==> src/rtl/cpu_pkg.sv <==
// Shared CPU-side constants for the interrupt path.
// Holds the interrupt FSM state encoding, the source index assignments and the
// default handler vector addresses used by irq_controller and its users.
package cpu_pkg;

   // Interrupt controller FSM state encoding
   typedef logic [1:0] irq_state_t;
   localparam irq_state_t IRQ_IDLE    = 2'd0;
   localparam irq_state_t IRQ_REQ     = 2'd1;
   localparam irq_state_t IRQ_SERVICE = 2'd2;

   // Source indices; a lower index has the higher priority
   localparam int unsigned SRC_EXT = 0;
   localparam int unsigned SRC_T0  = 1;
   localparam int unsigned SRC_T1  = 2;

   // Default handler vectors (VEC_BASE + idx * VEC_STRIDE)
   localparam logic [9:0] VEC_EXT = 10'h010;
   localparam logic [9:0] VEC_T0  = 10'h020;
   localparam logic [9:0] VEC_T1  = 10'h030;

endpackage

==> src/rtl/irq_prio_enc.sv <==
// Combinational fixed-priority encoder: reports the lowest set bit of req_i.
// Ports:
//   req_i   - request vector, bit 0 has the highest priority
//   idx_o   - index of the lowest set bit (0 when nothing is set)
//   valid_o - at least one request bit is set
module irq_prio_enc #(
   parameter int unsigned N     = 3,
   parameter int unsigned IDX_W = 2
) (
   input  logic [N-1:0]     req_i,
   output logic [IDX_W-1:0] idx_o,
   output logic             valid_o
);

   // Scan from the top so the lowest set index is the last one written
   always_comb begin
      idx_o   = '0;
      valid_o = 1'b0;
      for (int i = int'(N) - 1; i >= 0; i--) begin
         if (req_i[i]) begin
            idx_o   = IDX_W'(i);
            valid_o = 1'b1;
         end
      end
   end

endmodule

==> src/rtl/irq_controller.sv <==
// Prioritising interrupt arbiter between the interrupt sources and the CPU
// sequencer. Latches requests, masks them with the global/per-source enables,
// picks the lowest-index winner and runs a request/grant/return handshake.
// Ports:
//   clk, rst      - clock, synchronous active-high reset
//   src_req_i     - raw source requests (edge or level per EDGE_MASK)
//   src_en_i      - per-source enables
//   gie_i         - global interrupt enable
//   irq_grant_i   - CPU accepts the pending interrupt (1-cycle pulse)
//   irq_reti_i    - CPU finished the handler (1-cycle pulse)
//   ovr_clr_i     - clear the matching overrun flags
//   irq_req_o     - interrupt pending toward the CPU
//   irq_vector_o  - handler address of the selected source
//   src_ack_o     - 1-cycle acknowledge to the granted source
//   active_id_o   - index of the selected or in-service source
//   in_service_o  - a handler is running
//   overrun_o     - sticky: edge arrived while that source was already pending
module irq_controller
   import cpu_pkg::*;
#(
   parameter int unsigned             NUM_SRC    = 3,
   parameter int unsigned             ADDR_W     = 10,
   parameter logic [ADDR_W-1:0]       VEC_BASE   = 10'h010,
   parameter logic [ADDR_W-1:0]       VEC_STRIDE = 10'h010,
   parameter logic [NUM_SRC-1:0]      EDGE_MASK  = 3'b001
) (
   input  logic                clk,
   input  logic                rst,
   input  logic [NUM_SRC-1:0]  src_req_i,
   input  logic [NUM_SRC-1:0]  src_en_i,
   input  logic                gie_i,
   input  logic                irq_grant_i,
   input  logic                irq_reti_i,
   input  logic [NUM_SRC-1:0]  ovr_clr_i,
   output logic                irq_req_o,
   output logic [ADDR_W-1:0]   irq_vector_o,
   output logic [NUM_SRC-1:0]  src_ack_o,
   output logic [1:0]          active_id_o,
   output logic                in_service_o,
   output logic [NUM_SRC-1:0]  overrun_o
);

   irq_state_t          state_q, state_d;
   logic [NUM_SRC-1:0]  prev_q;
   logic [NUM_SRC-1:0]  pend_q, pend_d;
   logic [NUM_SRC-1:0]  ovr_q, ovr_d;
   logic [NUM_SRC-1:0]  ack_q, ack_d;
   logic [1:0]          sel_q, sel_d;
   logic [ADDR_W-1:0]   vec_q, vec_d;
   logic                irq_req_q, irq_req_d;
   logic                in_svc_q, in_svc_d;

   logic [NUM_SRC-1:0]  rise;
   logic [NUM_SRC-1:0]  pending;
   logic [NUM_SRC-1:0]  eligible;
   logic [NUM_SRC-1:0]  grant_clr;
   logic [1:0]          win_idx;
   logic                win_valid;

   // Only edge-latched sources ever see a rise; level sources bypass the latch
   assign rise     = src_req_i & ~prev_q & EDGE_MASK;
   assign pending  = (pend_q & EDGE_MASK) | (src_req_i & ~EDGE_MASK);
   assign eligible = pending & src_en_i & {NUM_SRC{gie_i}};

   irq_prio_enc #(
      .N     (NUM_SRC),
      .IDX_W (2)
   ) u_prio_enc (
      .req_i   (eligible),
      .idx_o   (win_idx),
      .valid_o (win_valid)
   );

   always_comb begin
      state_d   = state_q;
      sel_d     = sel_q;
      vec_d     = vec_q;
      irq_req_d = 1'b0;
      in_svc_d  = in_svc_q;
      ack_d     = '0;
      grant_clr = '0;
      case (state_q)
         IRQ_IDLE: begin
            if (win_valid) begin
               sel_d     = win_idx;
               vec_d     = VEC_BASE + VEC_STRIDE * ADDR_W'(win_idx);
               irq_req_d = 1'b1;
               state_d   = IRQ_REQ;
            end
         end
         IRQ_REQ: begin
            // Grant beats a simultaneous withdraw; sel stays frozen here
            if (irq_grant_i) begin
               ack_d     = NUM_SRC'(1) << sel_q;
               grant_clr = NUM_SRC'(1) << sel_q;
               in_svc_d  = 1'b1;
               state_d   = IRQ_SERVICE;
            end else if (!eligible[sel_q]) begin
               state_d = IRQ_IDLE;
            end else begin
               irq_req_d = 1'b1;
            end
         end
         IRQ_SERVICE: begin
            if (irq_reti_i) begin
               in_svc_d = 1'b0;
               state_d  = IRQ_IDLE;
            end
         end
         default: begin
            state_d  = IRQ_IDLE;
            in_svc_d = 1'b0;
         end
      endcase
   end

   // A new edge beats the grant clear and the overrun clear
   assign pend_d = (pend_q & ~grant_clr) | rise;
   assign ovr_d  = (ovr_q & ~ovr_clr_i) | (rise & pend_q);

   always_ff @(posedge clk) begin
      // History loads during reset too, so a level high at release is no edge
      prev_q <= src_req_i;
      if (rst) begin
         state_q   <= IRQ_IDLE;
         pend_q    <= '0;
         ovr_q     <= '0;
         ack_q     <= '0;
         sel_q     <= '0;
         vec_q     <= '0;
         irq_req_q <= 1'b0;
         in_svc_q  <= 1'b0;
      end else begin
         state_q   <= state_d;
         pend_q    <= pend_d;
         ovr_q     <= ovr_d;
         ack_q     <= ack_d;
         sel_q     <= sel_d;
         vec_q     <= vec_d;
         irq_req_q <= irq_req_d;
         in_svc_q  <= in_svc_d;
      end
   end

   assign irq_req_o    = irq_req_q;
   assign irq_vector_o = vec_q;
   assign src_ack_o    = ack_q;
   assign active_id_o  = sel_q;
   assign in_service_o = in_svc_q;
   assign overrun_o    = ovr_q;

endmodule

==> config.mk <==
export PLATFORM = sky130hd
export DESIGN_NAME = irq_controller
export DESIGN_NICKNAME = d
export VERILOG_FILES = /design/src/rtl/cpu_pkg.sv /design/src/rtl/irq_prio_enc.sv /design/src/rtl/irq_controller.sv
export SDC_FILE = /design/constraint.sdc
export NUM_CORES = 1
export LEC_CHECK = 0
export ABC_AREA = 0
export CORE_MARGIN = 2
export CORE_UTILIZATION = 39
export CTS_CLUSTER_SIZE = 40
export DETAILED_ROUTE_END_ITERATION = 6
export PLACE_DENSITY = 0.79
export SLEW_MARGIN = 20
export SYNTH_ARGS = -nofsm -noshare
export SYNTH_HDL_FRONTEND = slang
export SYNTH_HIERARCHICAL = 1
export SYNTH_SLANG_ARGS = --single-unit
==> constraint.sdc <==
create_clock -name clk -period 2 [get_ports clk]
set_input_delay 0.4 -clock clk [delete_from_list [all_inputs] [get_ports clk]]
set_output_delay 0.4 -clock clk [all_outputs]
set_load 0.05 [all_outputs]
=== Word-level counts from Yosys, hierarchy flattened ===
Index checks and enable logic that the tools add are counted.

* Reduce and logical (&&, ||, !) cells: 4
* Equal/unequal tests: 6
* Multiplexer cells: 22
* Shift operators: 1
* Magnitude comparators: 1
* Add/subtract/negate cells: 1
* Bitwise gates (word level): 13

{| class="wikitable"
|+ Operators by type and width
! kind !! number
|-
| $mux W2 || 7
|-
| $and A3 B3 Y3 || 4
|-
| $mux W1 || 9
|-
| $add A5 B6 Y7 const A || 1
|-
| $mux W3 || 2
|-
| $not A3 Y3 || 2
|-
| $pmux W2 S3 || 1
|-
| $reduce_and A3 Y1 || 2
|-
| $ne A2 B2 Y1 const B || 2
|-
| $and A1 B3 Y3 || 1
|-
| $lt A2 B3 Y1 const B || 1
|-
| $ne A3 B3 Y1 const B || 1
|-
| $or A1 B3 Y3 || 1
|-
| $or A3 B1 Y3 || 1
|-
| $or A3 B3 Y3 || 1
|-
| $pmux W1 S3 || 1
|-
| $shl A1 B2 Y3 const A || 1
|-
| $bmux W1 S2 || 1
|-
| $eq A2 B1 Y1 const B || 1
|-
| $eq A2 B2 Y1 const B || 1
|-
| $logic_not A2 Y1 || 1
|-
| $ne A2 B1 Y1 const B || 1
|-
| $not A1 Y1 || 2
|-
| $pmux W1 S2 || 1
|-
| 2 further kinds || 2
|}

* Word-level logic and storage cells: 57
* Output and inout bits: 20
* Register bits after elaboration: 26

=== Depth between registers and ports, before layout ===
* Depth in word-level cells: 8
* Depth in mapped cells: 5

=== Modules after synthesis ===
The synthesis kept the hierarchy.

{| class="wikitable"
|+ By module, submodules not included
! module !! area each (µm²) !! sequential area each (µm²) !! times used !! cells each
|-
| irq_controller || 690.7 || 340.3 || 1 || 70
|-
| irq_prio_enc || 20.0 || 0.0 || 1 || 3
|}

=== Least setup slack after synthesis ===
OpenSTA, ideal clock, no wires.

* Path kind: in2reg
* From: in gie_i
* To: reg irq_req_q, in the netlist irq_req_o
* Cell stages on the path: 5
* Data required time: 1.866 ns
* Setup time: 0.134 ns
* Arrival time: 1.391 ns
* Slack: 0.475 ns
* Cells stage by stage: and3_1 or3_1 nor3b_4 a31oi_1 a211oi_1

* Word-level cells in the longest chain between the ends: 6

{| class="wikitable"
|+ RTL lines
! element !! RTL line !! source
|-
| start, declared || irq_controller.sv:31 || <nowiki>input logic gie_i,</nowiki>
|-
| $and A3 B3 Y3 (*) || irq_controller.sv:63 || <nowiki>assign eligible = pending & src_en_i & {NUM_SRC{gie_i}};</nowiki>
|-
| $mux W1 (2 in a row) || irq_prio_enc.sv:20 || <nowiki>if (req_i[i]) begin</nowiki>
|-
| $mux W1 (*) || irq_prio_enc.sv:20 ||
|-
| named net win_valid || irq_controller.sv:58 || <nowiki>logic win_valid;</nowiki>
|-
| $mux W1 (*) || irq_controller.sv:84 || <nowiki>if (win_valid) begin</nowiki>
|-
| $pmux W1 S2 (*) || irq_controller.sv:82 || <nowiki>case (state_q)</nowiki>
|-
| end signal, assigned || irq_controller.sv:140 || <nowiki>irq_req_q <= irq_req_d;</nowiki>
|-
| end, declared || irq_controller.sv:50 || <nowiki>logic irq_req_q, irq_req_d;</nowiki>
|}

Mark *: on every way through the listed nets, which the timed path passes. The rest lies on a longest branch. The select of a mux whose other input is x is not followed.
A chain may end at the register's enable or synchronous reset.

=== Worst setup path after layout ===
* From: reg in_svc_q, in the netlist in_service_o
* To: out in_service_o

{| class="wikitable"
|+ RTL lines
! element !! RTL line !! source
|-
| start, declared || irq_controller.sv:51 || <nowiki>logic in_svc_q, in_svc_d;</nowiki>
|-
| start signal, assigned || irq_controller.sv:141 || <nowiki>in_svc_q <= in_svc_d;</nowiki>
|-
| end, declared || irq_controller.sv:39 || <nowiki>output logic in_service_o,</nowiki>
|}

No word-level cell between the ends.

==> metrics.cfg <==
[critical_path]
crit_arrival_ns = 1.45
critical_path_buf_inv_count = 1
critPathCaptureType = output pin
cp-start-kind = register
crit_type = reg2out
cp.depth = 1
cp_cell_sequence = clkdlybuf4s50_1
crit_path_max_fanout = 3
critPathMaxStageDelay_ns = 0.81
slowest_stage = clkdlybuf4s50_1
r2r_cells = 5
crit_family = buffers and inverters
worstPathRequired_ns = 1.60

[drt]
vias_per_cell = 4.52
drt_iter0_markers = 6
route.antenna.remaining_nets = 0
firstDrtPassIters = 3
drc = 0
detail_route.wl_per_cell_um = 10.5
via_count = 578
wl_um = 1340

[synth]
seq_area_frac_synth_pct = 47.9
yosys.area.top_type_share_pct = 47.9
synth-warning-count = 6
yosysTopAreaCell = dfxtp_1
syn-cell-area_um2 = 711
synthTopCellsByArea = dfxtp_1 48%, buf_4 7.4%, mux2i_1 7.0%
avgSynthCellArea_um2 = 9.74
synth_cells = 73
synthDistinctLibCells = 24
ys_seq_elements = 17

[worst_hold_path]
holdPathStages = 1
hp-class = reg2reg

[run]
maxCapViolations = 0

[sta]
setup_viol_count_final = 0
final_max_slew_viol_count = 0
tightest_slew_ns = 0.503
finalCritPeriodShare_pct = 92.3
rsz0062_at_grt = false
holdWs_ns = 0.477
finalHoldViolCount = 0
fmax_ghz = 0.542
slew_headroom_pct = 66.3
post-route-min-period_ns = 1.85
fin_tns_setup_ns = 0
clock_skew_ns = 0.00497

[cts]
cts_root_buf = clkbuf_4
cts.sinks = 17
cts_setup_buffers = 0
h-tree-depth = 1
cts_buffer_depth = 2
cts_hold_repair.buffers = 0
cts_resized = 0
path_clk_slew_ns = 0.09
clkLatencyLatePin_ns = 0.28
cts_tree = built
cts-buffers-inserted = 3

[power_and_ir_drop]
p_leak_nw = 0.395
ir_drop_mv = 0.281
total_power_mw = 0.663
power.density_nw_per_um2 = 660

[floorplanning]
start_util_pct = 41.2
ioPinCount = 34
die-width_um = 46.7
design.core.area_um2 = 1730
dieHeight_um = 46.7
dieArea_um2 = 2180
row_count = 15

[grt]
grt_pass1_wl_um = 2070
first_global_vias = 516
grt_max_degree = 14
grt_use_total_pct = 13.9
grt_overflow = 0
antenna_found_initial = 0

[layout]
drive_gt1_share_pct = 8.74
nNetsFinal = 119
stdcell_area_um2 = 1000
diodes = 0
final_cell_mix = 24 x clkdlybuf4s50_1, 17 x dfxtp_1, 9 x nor2_1, 7 x conb_1
final_common_cell = clkdlybuf4s50_1
area_growth_pct = 41.4

[placed_design]
portBuffers = 26
gp_congestion = 0.775
dp_hpwl_um = 1060
placed_area_um2 = 978

[status]
status = finished clean

## metrics by stage
| stage | worst slack [ns] | util (%) | cells |
|---|---|---|---|
| 2_1_floorplan | 0.475 | - | 79 |
| 4_1_cts | 0.130 | 58.2 | 128 |
| 3_3_place_gp | 0.00730 | 56.7 | 124 |
| 6_report | 0.155 | 58.2 | 128 |
| 3_5_place_dp | -0.0684 | 56.7 | 124 |
| 5_1_grt | 0.0859 | 58.2 | 128 |
## synth_stat cells, drive strengths merged
| cell type | n |
|---|---|
| a31oi | 1 |
| o31ai | 1 |
| and3 | 3 |
| dfxtp | 17 |
| or2 | 1 |
| nor3 | 2 |
| a22oi | 1 |
| conb | 1 |
| nor3b | 6 |
| nand3b | 2 |
| clkbuf | 1 |
| nand2 | 1 |
| nor2 | 9 |
| or3 | 1 |
| nor2b | 2 |
| a21oi | 4 |
| buf | 7 |
| inv | 2 |
| ha | 1 |
| a211oi | 2 |
| nand2b | 2 |
| a2bb2oi | 1 |
| mux2i | 5 |
## cell type report
type                       count  area, µm²
fill                         182        722
sequential                    17        340
multi-input combinational     52        329
timing repair buffer          28        270
tap                           25       31.3
clock buffer                   4       26.3
inverter                       2       7.51
## registers in the layout, indices dropped and copies added, names as in the netlist, 2 cells and up
name          flops
src_ack_o         3
active_id_o       2
irq_vector_o      3
state_q           2
overrun_o         3
## per-layer routing
layer | up-vias | global-route usage (%) | share of wire, %
li1 | 298 | - | -
met1 | 260 | 15.7 | 45
met2 | 20 | 22.5 | 48
met3 | 0 | 4.71 | 6.4
met4 | 0 | 8.33 | 0
met5 | - | 0 | 0
## worst register-to-register path: cells and delay by family (launching register included)
family,cells,cell delay [ns]
compound gates,2,0.37
flops,1,0.35
simple gates,3,0.73
## power breakdown
part	total, mW	internal, mW	switching [mW]
Clock	0.174	0.0774	0.0966
Sequential	0.355	0.348	0.00743
Combinational	0.133	0.0538	0.0796
## cell families after synthesis
family / after synthesis / synth area share (%)
and+or+nand+nor: 29 / 24.6
DFF: 17 / 47.9
AOI/OAI and AO/OA: 10 / 9.16
buffers and inverters: 10 / 8.98
muxes: 5 / 7.04
adders and majority gates: 1 / 1.76
other: 1 / 0.528
## worst paths after layout
path	startpoint	to	slack, ns
worst max-delay path	in_service_o	in_service_o	0.15
worst min-delay path	overrun_o[2]	overrun_o[2]	0.48
worst max register to register	pend_q[0]	state_q[0]	0.46
worst min register to register	overrun_o[2]	overrun_o[2]	0.48
Power figures use the tool's default switching activity.
